==> config.mk <==
export PLATFORM = sky130hd
export DESIGN_NAME = in4_debounce
export DESIGN_NICKNAME = d
export VERILOG_FILES = /design/src/rtl/in4_debounce_pkg.sv /design/src/rtl/in4_debounce_ch.sv /design/src/rtl/in4_debounce.sv
export SDC_FILE = /design/constraint.sdc
export NUM_CORES = 1
export LEC_CHECK = 0
export CORE_ASPECT_RATIO = 0.9
export CORE_MARGIN = 2
export CORE_UTILIZATION = 37
export CTS_CLUSTER_DIAMETER = 80
export DETAILED_ROUTE_END_ITERATION = 12
export PLACE_DENSITY_LB_ADDON = 0.1
export SLEW_MARGIN = 20
export SYNTH_ARGS = -nofsm -noshare
export SYNTH_HDL_FRONTEND = slang
export SYNTH_SLANG_ARGS = --single-unit
export TNS_END_PERCENT = 1
==> constraint.sdc <==
create_clock -name clk -period 2.2 [get_ports clk]
set_clock_uncertainty 0.2 [all_clocks]
set_input_delay 0.44 -clock clk [delete_from_list [all_inputs] [get_ports clk]]
set_output_delay 0.44 -clock clk [all_outputs]
set_load 0.01 [all_outputs]
==> src/rtl/in4_debounce_pkg.sv <==
// -----------------------------------------------------------------------------
// in4_debounce_pkg
//
// Shared constants for the four-channel input conditioner that feeds the
// 4-input OR gate. Channel indices follow the OR-gate input lettering, so
// raw_in[CH_A] / clean[CH_A] belong to gate input a, and so on.
// -----------------------------------------------------------------------------
package in4_debounce_pkg;

  // Number of conditioned channels (OR-gate inputs a..d).
  localparam int NUM_CH = 4;

  // Bit position of each OR-gate input inside raw_in / clean / change.
  localparam int CH_A = 0;
  localparam int CH_B = 1;
  localparam int CH_C = 2;
  localparam int CH_D = 3;

  // Default build: two-flop synchroniser, four-cycle stability window.
  localparam int SYNC_STAGES_DEF   = 2;
  localparam int STABLE_CYCLES_DEF = 4;

  // One bit per channel; used for raw/clean/change vectors.
  typedef logic [NUM_CH-1:0] ch_vec_t;

  // Width of a stability counter that has to hold 0..stable_cycles.
  function automatic int cnt_width(input int stable_cycles);
    return $clog2(stable_cycles + 1);
  endfunction

endpackage : in4_debounce_pkg

==> src/rtl/in4_debounce_ch.sv <==
// -----------------------------------------------------------------------------
// debounce_ch
//
// One conditioned channel: a SYNC_STAGES-deep synchroniser followed by a
// stability counter. The clean level only moves after the synchronised
// input has differed from it for STABLE_CYCLES consecutive enabled cycles;
// any return to the current clean level restarts the count.
//
// Parameters
//   SYNC_STAGES    synchroniser depth, legal range 2..4
//   STABLE_CYCLES  qualification length in clk cycles, legal range 1..65535
//
// Ports
//   clk     rising-edge clock
//   rst     asynchronous, active-high reset
//   en      1 = qualify; 0 = hold clean and discard any partial count
//   raw     asynchronous raw input
//   clean   debounced level
//   change  registered one-cycle pulse on every clean toggle
// -----------------------------------------------------------------------------
module debounce_ch
  import in4_debounce_pkg::*;
#(
  parameter int SYNC_STAGES   = SYNC_STAGES_DEF,
  parameter int STABLE_CYCLES = STABLE_CYCLES_DEF
) (
  input  logic clk,
  input  logic rst,
  input  logic en,
  input  logic raw,
  output logic clean,
  output logic change
);

  localparam int CNT_W = cnt_width(STABLE_CYCLES);

  // Count value on which the next mismatching cycle completes qualification
  // (cnt+1 == STABLE_CYCLES). The counter therefore never exceeds this.
  localparam logic [CNT_W-1:0] CNT_LAST = CNT_W'(STABLE_CYCLES - 1);

  logic [SYNC_STAGES-1:0] sync_q;
  logic                   ss;

  logic [CNT_W-1:0] cnt_q;
  logic [CNT_W-1:0] cnt_d;
  logic             clean_d;
  logic             change_d;

  assign ss = sync_q[SYNC_STAGES-1];

  // The synchroniser keeps shifting while en=0 so that, on re-enable, ss
  // already reflects the current raw level and only the stability window
  // remains to be served.
  always_ff @(posedge clk or posedge rst) begin
    if (rst) begin
      sync_q <= '0;
    end else begin
      sync_q <= {sync_q[SYNC_STAGES-2:0], raw};
    end
  end

  // NOTE: every signal gets a value before any branch so that no path
  // through this block leaves a signal unassigned and infers a latch.
  always_comb begin
    cnt_d    = '0;
    clean_d  = clean;
    change_d = 1'b0;
    if (en && (ss != clean)) begin
      if (cnt_q == CNT_LAST) begin
        clean_d  = ss;
        change_d = 1'b1;
      end else begin
        cnt_d = cnt_q + CNT_W'(1);
      end
    end
  end

  // NOTE: state registers use non-blocking assignments so every flop samples
  // the pre-edge values regardless of statement order; blocking assignments
  // here would let one register see another's new value in the same edge.
  // The async reset clears the counter too, so no partial count survives.
  always_ff @(posedge clk or posedge rst) begin
    if (rst) begin
      cnt_q  <= '0;
      clean  <= 1'b0;
      change <= 1'b0;
    end else begin
      cnt_q  <= cnt_d;
      clean  <= clean_d;
      change <= change_d;
    end
  end

endmodule : debounce_ch

==> src/rtl/in4_debounce.sv <==
// -----------------------------------------------------------------------------
// in4_debounce
//
// Input-conditioning stage directly upstream of the 4-input OR gate. Each
// raw asynchronous line is synchronised into clk and debounced by an
// independent debounce_ch; the resulting clean levels drive OR inputs a..d,
// so the gate output is glitch-free and clk-aligned.
//
// Parameters
//   SYNC_STAGES    synchroniser depth per channel, legal range 2..4
//   STABLE_CYCLES  stability window in clk cycles, legal range 1..65535
//
// Ports
//   clk         rising-edge clock
//   rst         asynchronous, active-high reset
//   en          debounce enable; 0 freezes clean and drops partial counts
//   raw_in      raw inputs; bit0->a, bit1->b, bit2->c, bit3->d
//   clean       debounced levels, bit0..3 to OR gate a..d
//   change      one-cycle pulse per channel when its clean bit toggles
//   any_change  OR of change[3:0], same cycle
//
// Latency: a raw level stable before edge E0 reaches clean on edge
// E0 + SYNC_STAGES + STABLE_CYCLES - 1, with change pulsing alongside.
// -----------------------------------------------------------------------------
module in4_debounce
  import in4_debounce_pkg::*;
#(
  parameter int SYNC_STAGES   = SYNC_STAGES_DEF,
  parameter int STABLE_CYCLES = STABLE_CYCLES_DEF
) (
  input  logic              clk,
  input  logic              rst,
  input  logic              en,
  input  logic [NUM_CH-1:0] raw_in,
  output logic [NUM_CH-1:0] clean,
  output logic [NUM_CH-1:0] change,
  output logic              any_change
);

  // Channels are identical and fully independent; several may qualify on
  // the same edge.
  for (genvar i = 0; i < NUM_CH; i++) begin : g_ch
    debounce_ch #(
      .SYNC_STAGES   (SYNC_STAGES),
      .STABLE_CYCLES (STABLE_CYCLES)
    ) u_ch (
      .clk    (clk),
      .rst    (rst),
      .en     (en),
      .raw    (raw_in[i]),
      .clean  (clean[i]),
      .change (change[i])
    );
  end

  // change is already registered, so this OR adds no extra cycle.
  assign any_change = |change;

endmodule : in4_debounce

==> results.sh <==
export IMPL_outcome="completed"
export IMPL_htree_levels=1
export IMPL_drc=0
export IMPL_fin_crit_ns=2.121
export IMPL_r2r_cells=3
export IMPL_hold_viol_final=0
export IMPL_grt_ovfl_total=0
export IMPL_cts_buffers_inserted=3
export IMPL_drt_pre_antenna_iters=3
export IMPL_path_max_fanout=2
export IMPL_hold_path_class="flop to flop"
export IMPL_synth_nets=86
export IMPL_drive_above_1_share_pct=21.59
export IMPL_hpwl_um=1132
export IMPL_wl_met3_um=55
export IMPL_initialDrtViolationCount=8
export IMPL_syn_area_per_cell_um2=15.30
export IMPL_met2_length_um=743
export IMPL_ys_ff_latch=28
export IMPL_grt_total_usage_pct=10.10
export IMPL_vias=586
export IMPL_hold_start="g_ch[0].u_ch.sync_q[0]"
export IMPL_r2r_start="g_ch[2].u_ch.cnt_q[0]"
export IMPL_slew_violations=0
export IMPL_clock_fmax_ghz=0.4715
export IMPL_coreArea_mm2=0.002995
export IMPL_endpoint_kind="output pin"
export IMPL_grt_first_pass_wirelength_um=2760
export IMPL_ctsRootBufferMaster="clkbuf_4"
export IMPL_ys_seq_area_share_pct=61.07
export IMPL_reg2reg_slack_ns=0.78
export IMPL_cts_setup_buffers=0
export IMPL_synthesis_area_mm2=0.001147
export IMPL_vdd_ir_drop_max_uv=501.1
export IMPL_r2r_end="g_ch[2].u_ch.clean"
export IMPL_cts_buffer_depth=2
export IMPL_cts_sinks=28
export IMPL_rows=19
export IMPL_dieArea_mm2=0.003563
export IMPL_routed_wl_um=1571
export IMPL_vias_per_cell=4.508
export IMPL_synthTopCellsByArea="dfrtp_1, buf_4, nor4b_2"
export IMPL_start_kind="flop"
export IMPL_grt_max_degree=29
export IMPL_clk_pin_slew_ns=0.14
export IMPL_port_buffers=15
export IMPL_io_pins=16
export IMPL_die_x_um=62.70
export IMPL_drt_met1_wl_um=753
export IMPL_relSlewSlack_pct=73.01
export IMPL_final_common_cell="dfrtp_1"
export IMPL_fin_nets=100
export IMPL_critPathRequiredTime_ns=1.56
export IMPL_mostFrequentLayoutCells="dfrtp_1, clkdlybuf4s50_1"
export IMPL_total_power_uw=1092
export IMPL_dieHeight_um=56.83
export IMPL_worst_pin_slew_ns=0.4020
export IMPL_synth_top_cell_by_area="dfrtp_1"
export IMPL_synth_distinct_cells=19
export IMPL_gp_congestion=0.6680
export IMPL_grt_pass1_vias=619
export IMPL_cts_hold_fix_buffers=0
export IMPL_insertedDiodeCount=0
export IMPL_p_per_area_mw_per_mm2=802.8
export IMPL_wl_per_cell_um=12.08
export IMPL_synth_top_cell_area_share_pct=61.07
export IMPL_cts_tree="yes"
export IMPL_drv_cap=0
export IMPL_holdWs_ns=0.1688
export IMPL_rsz0062_at_grt="no"
export IMPL_crit_type="flop to output pin"
export IMPL_synthCells=75
export IMPL_initial_core_util_pct=38.30
export IMPL_min_path_cells=0
export IMPL_synth_warnings=0
export IMPL_period_share_pct=96.41
export IMPL_worst_ep_arrival_time_ns=1.48
export IMPL_power_leakage_uw=0.0006400
export IMPL_holdPathEnd="g_ch[0].u_ch.sync_q[1]"
export IMPL_ant_nets=0
export IMPL_clk_latency_ns=0.32
export IMPL_area_growth_pct=18.54
export IMPL_setup_viol=0
export IMPL_fin_setup_tns_ns=0
export IMPL_topRoutingLayerUsed="met4"
export IMPL_grt_antenna_before_repair=0
-- worst max-delay path, stage by stage, from the launching register on --
cell,delay (ns)
dfrtp_1,0.40
or4_1,0.52
clkdlybuf4s15_1,0.24
-- cell families (layout without fill, tap and decap cells) --
family,Yosys count,in the layout,share of synthesized area (%)
simple gates,25,25,19.96
xor+xnor,4,4,3.709
buf+inv,10,23,5.997
fa+ha+maj,4,4,4.362
mux,4,4,4.907
flops,28,28,61.07
-- power breakdown --
part           leakage (µW)  internal (µW)  switching [µW]  total (µW)
clock             0.0000279            184             145         329
combinational      0.000246            104            69.3         173
sequential         0.000366            558            31.6         590
total              0.000640            846             246        1090
-- cell usage after synthesis --
library cell  number
mux2_2             1
nand3b_1           4
and3b_1            2
nor2_1             4
xnor2_2            1
nor4b_2            4
nor4bb_2           1
ha_1               4
and4bb_1           1
nor4bb_1           2
clkbuf_2           1
inv_1              1
dfrtp_1           28
mux2_4             3
xnor2_1            3
and4bb_2           2
nor2b_1            4
or4_1              1
buf_4              8
-- layer usage --
layer / up-vias / global-route usage, %
li1: 278 / -
met1: 296 / 12.24
met2: 10 / 17.51
met3: 2 / 3.607
met4: 0 / 1.905
met5: - / 0
-- layout make-up --
cell class | instances | area [µm²]
clock buffer | 3 | 22.52
clock inverter | 1 | 30.03
fill | 289 | 1635
inverter | 1 | 3.754
multi-input combinational | 37 | 377.9
sequential | 28 | 700.7
tap | 42 | 52.55
timing repair buffer | 18 | 172.7
-- timing repair --
item                                    4_1_cts  5_1_grt
endpoints found under the setup margin        1        1
resized for setup                             1        1
gates cloned                                  0        0
pin swaps                                     0        0
-- how the worst max path moves through the flow --
stage / to / cells past startpoint / start
after floorplan: any_change / 1 / g_ch[1].u_ch.change
after global placement: any_change / 2 / g_ch[1].u_ch.change
after detailed placement: any_change / 2 / g_ch[1].u_ch.change
after CTS: any_change / 2 / g_ch[1].u_ch.change
after global routing: any_change / 2 / g_ch[1].u_ch.change
final: any_change / 2 / g_ch[1].u_ch.change
-- flip-flops by register name, summed over array words and instances (netlist names) --
| name | cells |
|---|---|
| g_ch.u_ch.sync_q | 8 |
| g_ch.u_ch.clean | 4 |
| g_ch.u_ch.cnt_q | 12 |
| g_ch.u_ch.change | 4 |
-- metrics by stage --
stage	setup slack, ns	area, µm²	std cells	utilization [%]
after floorplan	0.6408	1147	75	-
after global placement	0.2249	1308	126	43.65
after detailed placement	0.1931	1308	126	43.65
after CTS	0.0003750	1359	130	45.36
after global routing	0.02972	1360	130	45.41
final	0.07903	1360	130	45.41
Note: power is estimated with default switching activity, not from simulation.
